### src/rtl/counter_pkg.sv
// Purpose: shared types, width helpers and parameter-legality checks for counter/timer blocks.
// Latency: n/a (package, no logic).
// Backpressure: n/a.
//
// Contents:
//   count_dir_e       direction encoding shared with the dir port (DIR_DOWN=0, DIR_UP=1)
//   clog2/cnt_width   width helpers; cnt_width never returns less than one bit
//   *_ok functions    elaboration-time legality checks reused by other timer blocks
package counter_pkg;

    typedef enum logic {
        DIR_DOWN = 1'b0,
        DIR_UP   = 1'b1
    } count_dir_e;

    localparam int CNT_MIN_WIDTH    = 1;
    localparam int CNT_MAX_WIDTH    = 32;
    localparam int CNT_MIN_MODULUS  = 2;
    localparam int CNT_MIN_PRESCALE = 1;

    // Ceiling log2; clog2(0) and clog2(1) both return 0.
    function automatic int clog2(input longint unsigned value);
        int              r;
        longint unsigned v;
        r = 0;
        v = value;
        if (v > 0) begin
            v = v - 1;
        end
        while (v != 0) begin
            r = r + 1;
            v = v >> 1;
        end
        return r;
    endfunction

    // Register width needed to hold 0..value-1, never less than one bit.
    function automatic int cnt_width(input longint unsigned value);
        int w;
        w = clog2(value);
        return (w < 1) ? 1 : w;
    endfunction

    function automatic bit width_ok(input int width);
        return (width >= CNT_MIN_WIDTH) && (width <= CNT_MAX_WIDTH);
    endfunction

    // MODULUS may be as large as 2^WIDTH, which needs 33 bits when WIDTH=32.
    function automatic bit modulus_ok(input int width, input longint modulus);
        return (modulus >= longint'(CNT_MIN_MODULUS)) &&
               (modulus <= (longint'(1) << width));
    endfunction

    function automatic bit prescale_ok(input int prescale);
        return prescale >= CNT_MIN_PRESCALE;
    endfunction

endpackage

### src/rtl/sync_updown_counter_if.sv
// Purpose: control/status bundle between a counter and the block that drives it.
// Latency: n/a (wires only).
// Backpressure: none; the counter has no ready, en simply stalls it.
//
// Signals:
//   en        count enable (gates prescaler and counter)
//   dir       1 = up, 0 = down (see counter_pkg::count_dir_e)
//   load      synchronous parallel-load strobe
//   load_val  value written on load, clamped to the count range
//   q         registered count value
//   tc        registered one-cycle terminal-count pulse
// Modports: master drives the controls and observes q/tc; slave is the counter.
interface sync_updown_counter_if #(
    parameter int WIDTH = 4
);
    logic             en;
    logic             dir;
    logic             load;
    logic [WIDTH-1:0] load_val;
    logic [WIDTH-1:0] q;
    logic             tc;

    modport master (
        output en,
        output dir,
        output load,
        output load_val,
        input  q,
        input  tc
    );

    modport slave (
        input  en,
        input  dir,
        input  load,
        input  load_val,
        output q,
        output tc
    );

endinterface

### src/rtl/sync_updown_counter_prescaler.sv
// Purpose: divides enabled cycles by PRESCALE, producing a one-cycle step tick.
// Latency: tick is combinational from en and the registered phase count.
// Backpressure: en low freezes the phase count; clr restarts the period.
//
// Ports:
//   clk    sole clock
//   reset  synchronous active-high reset, clears the phase count
//   en     advance the phase count this cycle
//   clr    restart the period (driven by the counter's load strobe)
//   tick   high on the enabled cycle that completes a period
module counter_prescaler
    import counter_pkg::*;
#(
    parameter int PRESCALE = 1
) (
    input  logic clk,
    input  logic reset,
    input  logic en,
    input  logic clr,
    output logic tick
);

    localparam int            PW   = cnt_width(longint'(PRESCALE));
    localparam logic [PW-1:0] LAST = PW'(PRESCALE - 1);

    logic [PW-1:0] pcnt;

    // With PRESCALE=1 LAST is 0, so pcnt sits at 0 and tick degenerates to en.
    always_ff @(posedge clk) begin
        if (reset || clr) begin
            pcnt <= '0;
        end else if (en) begin
            pcnt <= (pcnt == LAST) ? '0 : pcnt + PW'(1);
        end
    end

    assign tick = en && (pcnt == LAST);

endmodule

### src/rtl/sync_updown_counter.sv
// Purpose: synchronous modulo-MODULUS up/down counter with load, prescaled enable and tc pulse.
// Latency: one cycle from sampled inputs to q and tc.
// Backpressure: none; en low holds q and the prescaler phase, tc drops.
//
// Ports:
//   clk    sole clock, all state on posedge
//   reset  synchronous active-high reset (beats load and en)
//   bus    sync_updown_counter_if.slave: en, dir, load, load_val in; q, tc out
// Build option: define COUNTER_SATURATE_EN to hold at the bounds instead of wrapping;
// tc then marks the step that first reaches a bound.
module sync_updown_counter
    import counter_pkg::*;
#(
    parameter int     WIDTH    = 4,
    parameter longint MODULUS  = 16,
    parameter int     PRESCALE = 1
) (
    input  logic                  clk,
    input  logic                  reset,
    sync_updown_counter_if.slave  bus
);

    if (!width_ok(WIDTH)) begin : g_bad_width
        $error("sync_updown_counter: WIDTH %0d outside 1..32", WIDTH);
    end
    if (!modulus_ok(WIDTH, MODULUS)) begin : g_bad_modulus
        $error("sync_updown_counter: MODULUS %0d outside 2..2^WIDTH", MODULUS);
    end
    if (!prescale_ok(PRESCALE)) begin : g_bad_prescale
        $error("sync_updown_counter: PRESCALE %0d must be >= 1", PRESCALE);
    end

    localparam logic [WIDTH-1:0] MAX_Q   = WIDTH'(MODULUS - 1);
    // 33 bits so the load clamp compare also works for WIDTH=32, MODULUS=2^32.
    localparam logic [32:0]      MOD_EXT = 33'(MODULUS);

    logic             tick;
    count_dir_e       step_dir;
    logic [WIDTH-1:0] q_r;
    logic             tc_r;
    logic [WIDTH-1:0] q_nxt;
    logic             tc_nxt;
    logic [WIDTH-1:0] q_inc;
    logic [WIDTH-1:0] q_dec;
    logic [WIDTH-1:0] load_clamped;

    counter_prescaler #(
        .PRESCALE (PRESCALE)
    ) u_prescaler (
        .clk   (clk),
        .reset (reset),
        .en    (bus.en),
        .clr   (bus.load),
        .tick  (tick)
    );

    assign step_dir     = count_dir_e'(bus.dir);
    assign q_inc        = q_r + WIDTH'(1);
    assign q_dec        = q_r - WIDTH'(1);
    assign load_clamped = (33'(bus.load_val) < MOD_EXT) ? bus.load_val : MAX_Q;

    // Load beats a step; dir is only looked at on a tick.
    // Codes above MAX_Q are unreachable, but are steered back into range
    // rather than left to count through unused codes.
    always_comb begin
        q_nxt  = q_r;
        tc_nxt = 1'b0;
        if (bus.load) begin
            q_nxt = load_clamped;
        end else if (tick) begin
            if (step_dir == DIR_UP) begin
                if (q_r >= MAX_Q) begin
`ifdef COUNTER_SATURATE_EN
                    q_nxt  = MAX_Q;
`else
                    q_nxt  = '0;
                    tc_nxt = 1'b1;
`endif
                end else begin
                    q_nxt  = q_inc;
`ifdef COUNTER_SATURATE_EN
                    tc_nxt = (q_inc == MAX_Q);
`endif
                end
            end else begin
                if (q_r == '0) begin
`ifdef COUNTER_SATURATE_EN
                    q_nxt  = '0;
`else
                    q_nxt  = MAX_Q;
                    tc_nxt = 1'b1;
`endif
                end else if (q_r > MAX_Q) begin
                    q_nxt  = MAX_Q;
                end else begin
                    q_nxt  = q_dec;
`ifdef COUNTER_SATURATE_EN
                    tc_nxt = (q_dec == '0);
`endif
                end
            end
        end
    end

    always_ff @(posedge clk) begin
        if (reset) begin
            q_r  <= '0;
            tc_r <= 1'b0;
        end else begin
            q_r  <= q_nxt;
            tc_r <= tc_nxt;
        end
    end

    assign bus.q  = q_r;
    assign bus.tc = tc_r;

endmodule

### src/flat_wrapper.sv
// flat-port wrapper written by rule: the top's interface ports become plain ports
module sync_updown_counter_flat import counter_pkg::*;
#(
    parameter int     WIDTH    = 4,
    parameter longint MODULUS  = 16,
    parameter int     PRESCALE = 1
)
  (clk, reset, bus_en, bus_dir, bus_load, bus_load_val, bus_q, bus_tc);
  sync_updown_counter_if #(.WIDTH(WIDTH)) bus_i ();
  input  logic clk;
  input  logic reset;
  input wire logic [$bits(bus_i.en)-1:0] bus_en;
  input wire logic [$bits(bus_i.dir)-1:0] bus_dir;
  input wire logic [$bits(bus_i.load)-1:0] bus_load;
  input wire logic [$bits(bus_i.load_val)-1:0] bus_load_val;
  output wire logic [$bits(bus_i.q)-1:0] bus_q;
  output wire logic [$bits(bus_i.tc)-1:0] bus_tc;
  assign bus_i.en = bus_en;
  assign bus_i.dir = bus_dir;
  assign bus_i.load = bus_load;
  assign bus_i.load_val = bus_load_val;
  assign bus_q = bus_i.q;
  assign bus_tc = bus_i.tc;
  sync_updown_counter #(.WIDTH(WIDTH), .MODULUS(MODULUS), .PRESCALE(PRESCALE)) u_core (.clk(clk), .reset(reset), .bus(bus_i));
endmodule
### config.mk
export PLATFORM = sky130hd
export DESIGN_NAME = sync_updown_counter_flat
export DESIGN_NICKNAME = d
export VERILOG_FILES = /design/src/rtl/counter_pkg.sv /design/src/rtl/sync_updown_counter_if.sv /design/src/rtl/sync_updown_counter_prescaler.sv /design/src/rtl/sync_updown_counter.sv /design/src/flat_wrapper.sv
export SDC_FILE = /design/constraint.sdc
export NUM_CORES = 1
export LEC_CHECK = 0
export CAP_MARGIN = 20
export CORE_AREA = 2 2 39 41
export CTS_BUF_LIST = sky130_fd_sc_hd__clkbuf_4 sky130_fd_sc_hd__clkbuf_8 sky130_fd_sc_hd__clkbuf_16
export DETAILED_ROUTE_END_ITERATION = 7
export DIE_AREA = 0 0 41 43
export HOLD_SLACK_MARGIN = 0.08
export PLACE_DENSITY = 0.62
export SYNTH_ARGS = -nofsm -noshare
export SYNTH_HDL_FRONTEND = slang
export SYNTH_SLANG_ARGS = --single-unit
export TNS_END_PERCENT = 20
### constraint.sdc
create_clock -name clk -period 1.7 [get_ports clk]
set_clock_uncertainty 0.05 [all_clocks]
set_input_delay 0.34 -clock clk [delete_from_list [all_inputs] [get_ports clk]]
set_output_delay 0.34 -clock clk [all_outputs]
set_load 0.005 [all_outputs]
Word-level counts from Yosys, hierarchy flattened
Cells that the tools add are included.
{ "classes": {"addsub": 3, "n_lt_le_gt_ge": 2, "mux": 10, "bitwise": 2, "n_reduce_logical": 5} }
{ "op_table": {"columns": ["op", "n"], "rows": [
  ["4-bit 2-to-1 mux", 6],
  ["4-bit by 1-bit adder with 4-bit output (second input constant)", 1],
  ["4-bit greater-or-equal comparator (second input constant)", 1],
  ["4-bit greater-than comparator (second input constant)", 1],
  ["4-bit zero test", 1],
  ["1-bit 2-to-1 mux", 4],
  ["4-bit by 1-bit subtractor with 4-bit output (second input constant)", 1],
  ["3-bit OR reduction", 1],
  ["1-bit inverter", 2],
  ["2-bit nonzero test", 1],
  ["1-bit adder (second input constant)", 1],
  ["1-bit logical AND", 1],
  ["1-bit logical OR", 1]
]} }
{ "word_totals": {"register_bits": 6, "input_bits": 9, "output_inout_bits": 5, "word_cells": 25} }

Depth between registers and ports, before layout
{ "depth": {"word_depth": 6, "mapped_depth": 6, "mapped_depth_nobuf": 6} }

By module
Synthesis repeated with hierarchy kept, for this count alone.
{ "hier_totals": {"cells_unflattened": 43, "hier_area_um2": 350.3} }
{ "by_module_without_submodules": {"columns": ["mod", "instances", "cells_per_inst", "area_per_inst_um2", "seq_area_each_um2"], "rows": [
  ["sync_updown_counter", 1, 42, 342.8, 100.1],
  ["counter_prescaler", 1, 1, 7.5, 0.0]
]} }

Worst setup path before layout
Ideal clock, no wire load.
{ "synth_timing": {"path_kind": "register to register", "startpoint": "register u_core.q_r[0], in the netlist u_core.bus.q[0]", "endpoint": "register u_core.q_r[3], in the netlist u_core.bus.q[3]", "setup_ns": 0.134, "t_arrival_ns": 1.269, "required_time_ns": 1.516, "setup_slack_ns": 0.247, "path_stages_with_launch": 6, "path_buffers": 0, "synth_period_minus_slack_ns": 1.453, "cell_sequence": "dfxtp_1 inv_1 ha_1 nor4b_2 a2111oi_2 a211oi_2"} }
{ "synth_via": {"elab_chain_len": 6, "elab_cells_between_ends": 11, "classes_between": "add/sub: 2; order compare: 2; mux: 6; reduce/logical: 1"} }
{ "synth_lines": {"columns": ["item", "line_no", "rtl"], "rows": [
  ["from (decl)", "sync_updown_counter.sv:39", "logic [WIDTH-1:0] q_r;"],
  ["from (signal assigned)", "sync_updown_counter.sv:110", "q_r <= q_nxt;"],
  ["4-bit by 1-bit subtractor with 4-bit output or 4-bit greater-than comparator (tied branches)", "sync_updown_counter.sv:59, sync_updown_counter.sv:93", null],
  ["4-bit 2-to-1 mux", "sync_updown_counter.sv:93", "end else if (q_r > MAX_Q) begin"],
  ["4-bit 2-to-1 mux", "sync_updown_counter.sv:86", "if (q_r == '0) begin"],
  ["4-bit 2-to-1 mux (*)", "sync_updown_counter.sv:71", "if (step_dir == DIR_UP) begin"],
  ["4-bit 2-to-1 mux (*)", "sync_updown_counter.sv:70", "end else if (tick) begin"],
  ["4-bit 2-to-1 mux (*)", "sync_updown_counter.sv:68", "if (bus.load) begin"]
]} }
Every way passes the cells marked *; elsewhere a longest branch is shown, timed or not. The select of a mux whose other input is x is not followed.
A chain may end at the register's enable or synchronous reset.

Worst setup path after layout
{ "layout_timing": {"startpoint": "register u_core.q_r[0], in the netlist u_core.bus.q[0]", "endpoint": "output bus_q[0]"} }
{ "layout_lines": {"columns": ["item", "line_no", "rtl"], "rows": [
  ["to (decl)", "flat_wrapper.sv:16", "output wire logic [$bits(bus_i.q)-1:0] bus_q;"]
]} }
No word-level cell between the ends.

==> Implementation_results.wiki <==
{| class="wikitable"
! Metric !! Value
|-
| Number of top-level design ports || 14
|-
| Clock root buffer || clkbuf_4
|-
| PnR worst setup slack || 0.04472 ns
|-
| Number of distinct library cells after synthesis || 25
|-
| Clock transition at the registers of the reported paths || 0.04 ns
|-
| Max-cap violation count || 0
|-
| Internal Dissipation || 0.0003012 W
|-
| Adder-cell area share of the yosys netlist || 0.06472
|-
| Switching portion of total power || 0.2640
|-
| Final routed wire length divided by cell count || 10.62 um
|-
| Seq/Total Area, Yosys || 0.2589
|-
| Maximum single-stage delay on the critical path || 0.56 ns
|-
| Top delay family on crit path || buffers and inverters
|-
| Share of the cycle needed by the critical path after routing || 0.9737
|-
| Max-slew headroom || 0.7560
|-
| Synth cell count leaders || a21oi_1 (6), inv_1 (6), dfxtp_1 (5)
|-
| Clock power share || 0.374
|-
| Vias in the first global route || 369
|-
| Synth Area per Inst || 8.592 um2
|-
| Tightest Hold Check Type || flop to flop
|-
| Number of cells produced by synthesis || 45
|-
| Crit path launch type || flop
|-
| Crit path required time || 1.31 ns
|-
| Worst-path cell with the longest stage delay || clkdlybuf4s50_1
|-
| Nets || 75
|-
| DRC violations left || 0
|-
| Post-CTS setup buffer count || 0
|-
| Static Leak || 0.2327 nW
|-
| Minimum hold slack || 0.6073 ns
|-
| Fraction of synthesized area in multiplexers || 0.05502
|-
| Number of buffers created by CTS || 3
|-
| Width of the chip || 41 um
|-
| Worst hold path stage count || 2
|-
| Detailed-route via count || 383
|-
| Worst EP arrival || 1.27 ns
|-
| Number of inserted diodes || 0
|-
| Clock Tree Buf Depth || 2
|-
| Final critical-path required period || 1.655 ns
|-
| Proportion of register bits with asynchronous set or reset after synthesis || 0
|-
| Biggest area contributors in the synthesized netlist || dfxtp_1 (26%), a21oi_1 (7.8%), ha_1 (6.5%), inv_1 (5.8%), xnor2_1 (4.5%)
|-
| Most common flop cell mapped by yosys || dfxtp_1
|-
| Antenna viol nets, final || 0
|-
| Transition at the pin with the smallest max-transition slack || 0.3649 ns
|-
| Combinational share of power || 0.273
|-
| Detailed placer's ending HPWL || 673.4 um
|-
| First-pass GRT wire length || 1511 um
|-
| CTS tree || built
|-
| Combinational family with the most area after synthesis || compound AO/OA/AOI/OAI gates
|-
| Final weighted congestion in routability-driven placement || 0.7219
|-
| Area growth, synth to finish || 49.19%
|-
| Total Neg Setup Slack || 0 ns
|-
| CTS Sinks || 5
|-
| Xor/xnor cell area share of the yosys netlist || 0.04531
|-
| Synth Area in Compound Gates || 0.2557
|-
| Fraction of post-synthesis cell area in the top cell type by area || 0.2589
|-
| Maximum number of pins on one net before global-route repair || 11
|-
| Starting density of the core || 0.2794
|-
| Vias per std cell || 4.848
|-
| Placeable Area || 1384 um2
|-
| Antenna violations before repair || 0
|-
| Net switching component of the power || 0.0001080 W
|-
| Count of final max-slew check failures || 0
|-
| Synthesis-stage register bit count || 5
|-
| Setup repair after global routing missed its margin || no
|-
| Post-Syn Nets || 56
|-
| Global router's overall resource usage || 0.1254
|-
| First DRT Iteration DRCs || 1
|-
| Fraction of power consumed by sequential logic || 0.354
|-
| Largest fanout on the critical path || 7
|-
| Global route total overflow || 0
|-
| Peak supply drop || 296.3 uV
|-
| R2R setup slack || 0.14 ns
|-
| Buffers and inverters on the worst path || 1
|-
| Path length in cells of the critical path || 1
|-
| Port-buffer cells || 13
|-
| Drt pass-1 iters || 2
|-
| Number of standard cells in the layout, taps in and fillers out || 79
|-
| List of cells traversed by the critical path || clkdlybuf4s50_1
|-
| Simple logic cell fraction of the synthesized area || 0.2233
|-
| Number of cell instances on the worst register-to-register path || 5
|-
| Endpoint kind of the worst setup timing path || output pin
|-
| Final Hold Violating Endpoints || 0
|-
| EDFF count, synth || 0
|-
| Power density over the cells || 709.4 nW/um2
|-
| Placed Cells incl. Taps || 75
|-
| Fraction of layout instances using a drive strength above 1 || 0.2222
|-
| Total wire length || 839 um
|-
| Summed instance area of the synthesized netlist || 386.6 um2
|-
| Most area-hungry cell type in the Yosys netlist || dfxtp_1
|-
| Yosys synthesis warning count || 0
|-
| Die area || 1763 um2
|-
| Status || finished clean
|-
| Worst setup path class || flop to output pin
|-
| Number of levels the H-tree was split into || 1
|-
| Site row count || 14
|-
| DP Worst Slack || -0.1058 ns
|-
| Skew-Pair Late Insertion Delay || 0.24 ns
|-
| Peak Freq || 604.1 MHz
|-
| Setup Viol. Count Final || 0
|-
| Vertical extent of the die || 43 um
|}
## path summary, 6_finish.rpt
check | from | endpoint
min reg2reg | u_core.bus.q[2]$_SDFFE_PP0P_ | u_core.bus.q[2]$_SDFFE_PP0P_
max reg2reg | u_core.bus.q[0]$_SDFFE_PP0P_ | u_core.bus.q[3]$_SDFFE_PP0P_
min | u_core.bus.q[2]$_SDFFE_PP0P_ | u_core.bus.q[2]$_SDFFE_PP0P_
max | u_core.bus.q[0]$_SDFFE_PP0P_ | bus_q[0]
## cells by family (layout without fill, tap and decap cells)
kind of cell               Yosys count  after routing
AOI/OAI and AO/OA                   14             14
xor gates and xnor gates             2              2
adders and majority gates            2              2
buffers and inverters                8             26
DFF                                  5              5
muxes                                2              2
and+or+nand+nor                     12             12
## through the flow
| step | area [um2] | power [W] | utilization |
|---|---|---|---|
| after floorplan | 386.6 | 0.0002068 | - |
| after global placement | 544.3 | 0.0002560 | 0.3933 |
| after detailed placement | 544.3 | 0.0002578 | 0.3933 |
| after CTS | 574.3 | 0.0004131 | 0.4150 |
| after global routing | 576.8 | 0.0004366 | 0.4168 |
| final | 576.8 | 0.0004092 | 0.4168 |
## state kept, by name, summed over array words and instances (netlist names)
register and cells:
u_core.bus.q 4, u_core.bus.tc 1
## per-layer routing
metal,up-vias,GRT usage,part of all wire,routed length [um]
li1,196,-,-,-
met4,0,0.08000,0,0
met3,0,0.03141,0.045,38
met1,179,0.1571,0.46,384
met2,8,0.1813,0.50,416
met5,-,0,0,0
## area by class of cell
cell class / instances / area (um2)
Fill cell: 151 / 807.0
Multi-Input combinational cell: 32 / 249.0
Timing Repair Buffer: 16 / 152.6
Sequential cell: 5 / 102.6
Clock buffer: 4 / 30.03
Inverter: 6 / 22.52
Tap cell: 16 / 20.02
## what timing repair did
action / 4_1_cts / 5_1_grt
gates resized for setup: 0 / 2
endpoints found under the setup margin: 0 / 2
hold buffers: 0 / 0
endpoints found under the hold margin: 0 / 0
## power groups by stage
stage / sequential, W / clock, W / combinational (W)
3_3_place_gp: 0.000145 / 0 / 0.000111
2_1_floorplan: 0.000143 / 0 / 0.0000637
3_5_place_dp: 0.000146 / 0 / 0.000112
6_report: 0.000145 / 0.000153 / 0.000112
5_1_grt: 0.000146 / 0.000166 / 0.000124
4_1_cts: 0.000144 / 0.000157 / 0.000113
## layout by cell type (no fill, tap or decap), drive strengths merged
master	n
clkdlybuf4s50	13
inv	6
a21oi	6
dfxtp	5
clkbuf	4
buf	3
o21ai	2
nand2	2
xnor2	2
o21a	2
nor2b	2
ha	2
or3	1
nor3	1
nor4b	1
a2111oi	1
a21o	1
nand3	1
nand4b	1
a32oi	1
a211oi	1
mux2	1
nand4	1
nor4	1
nor2	1
mux2i	1
Note: power is estimated with default switching activity, not from simulation.
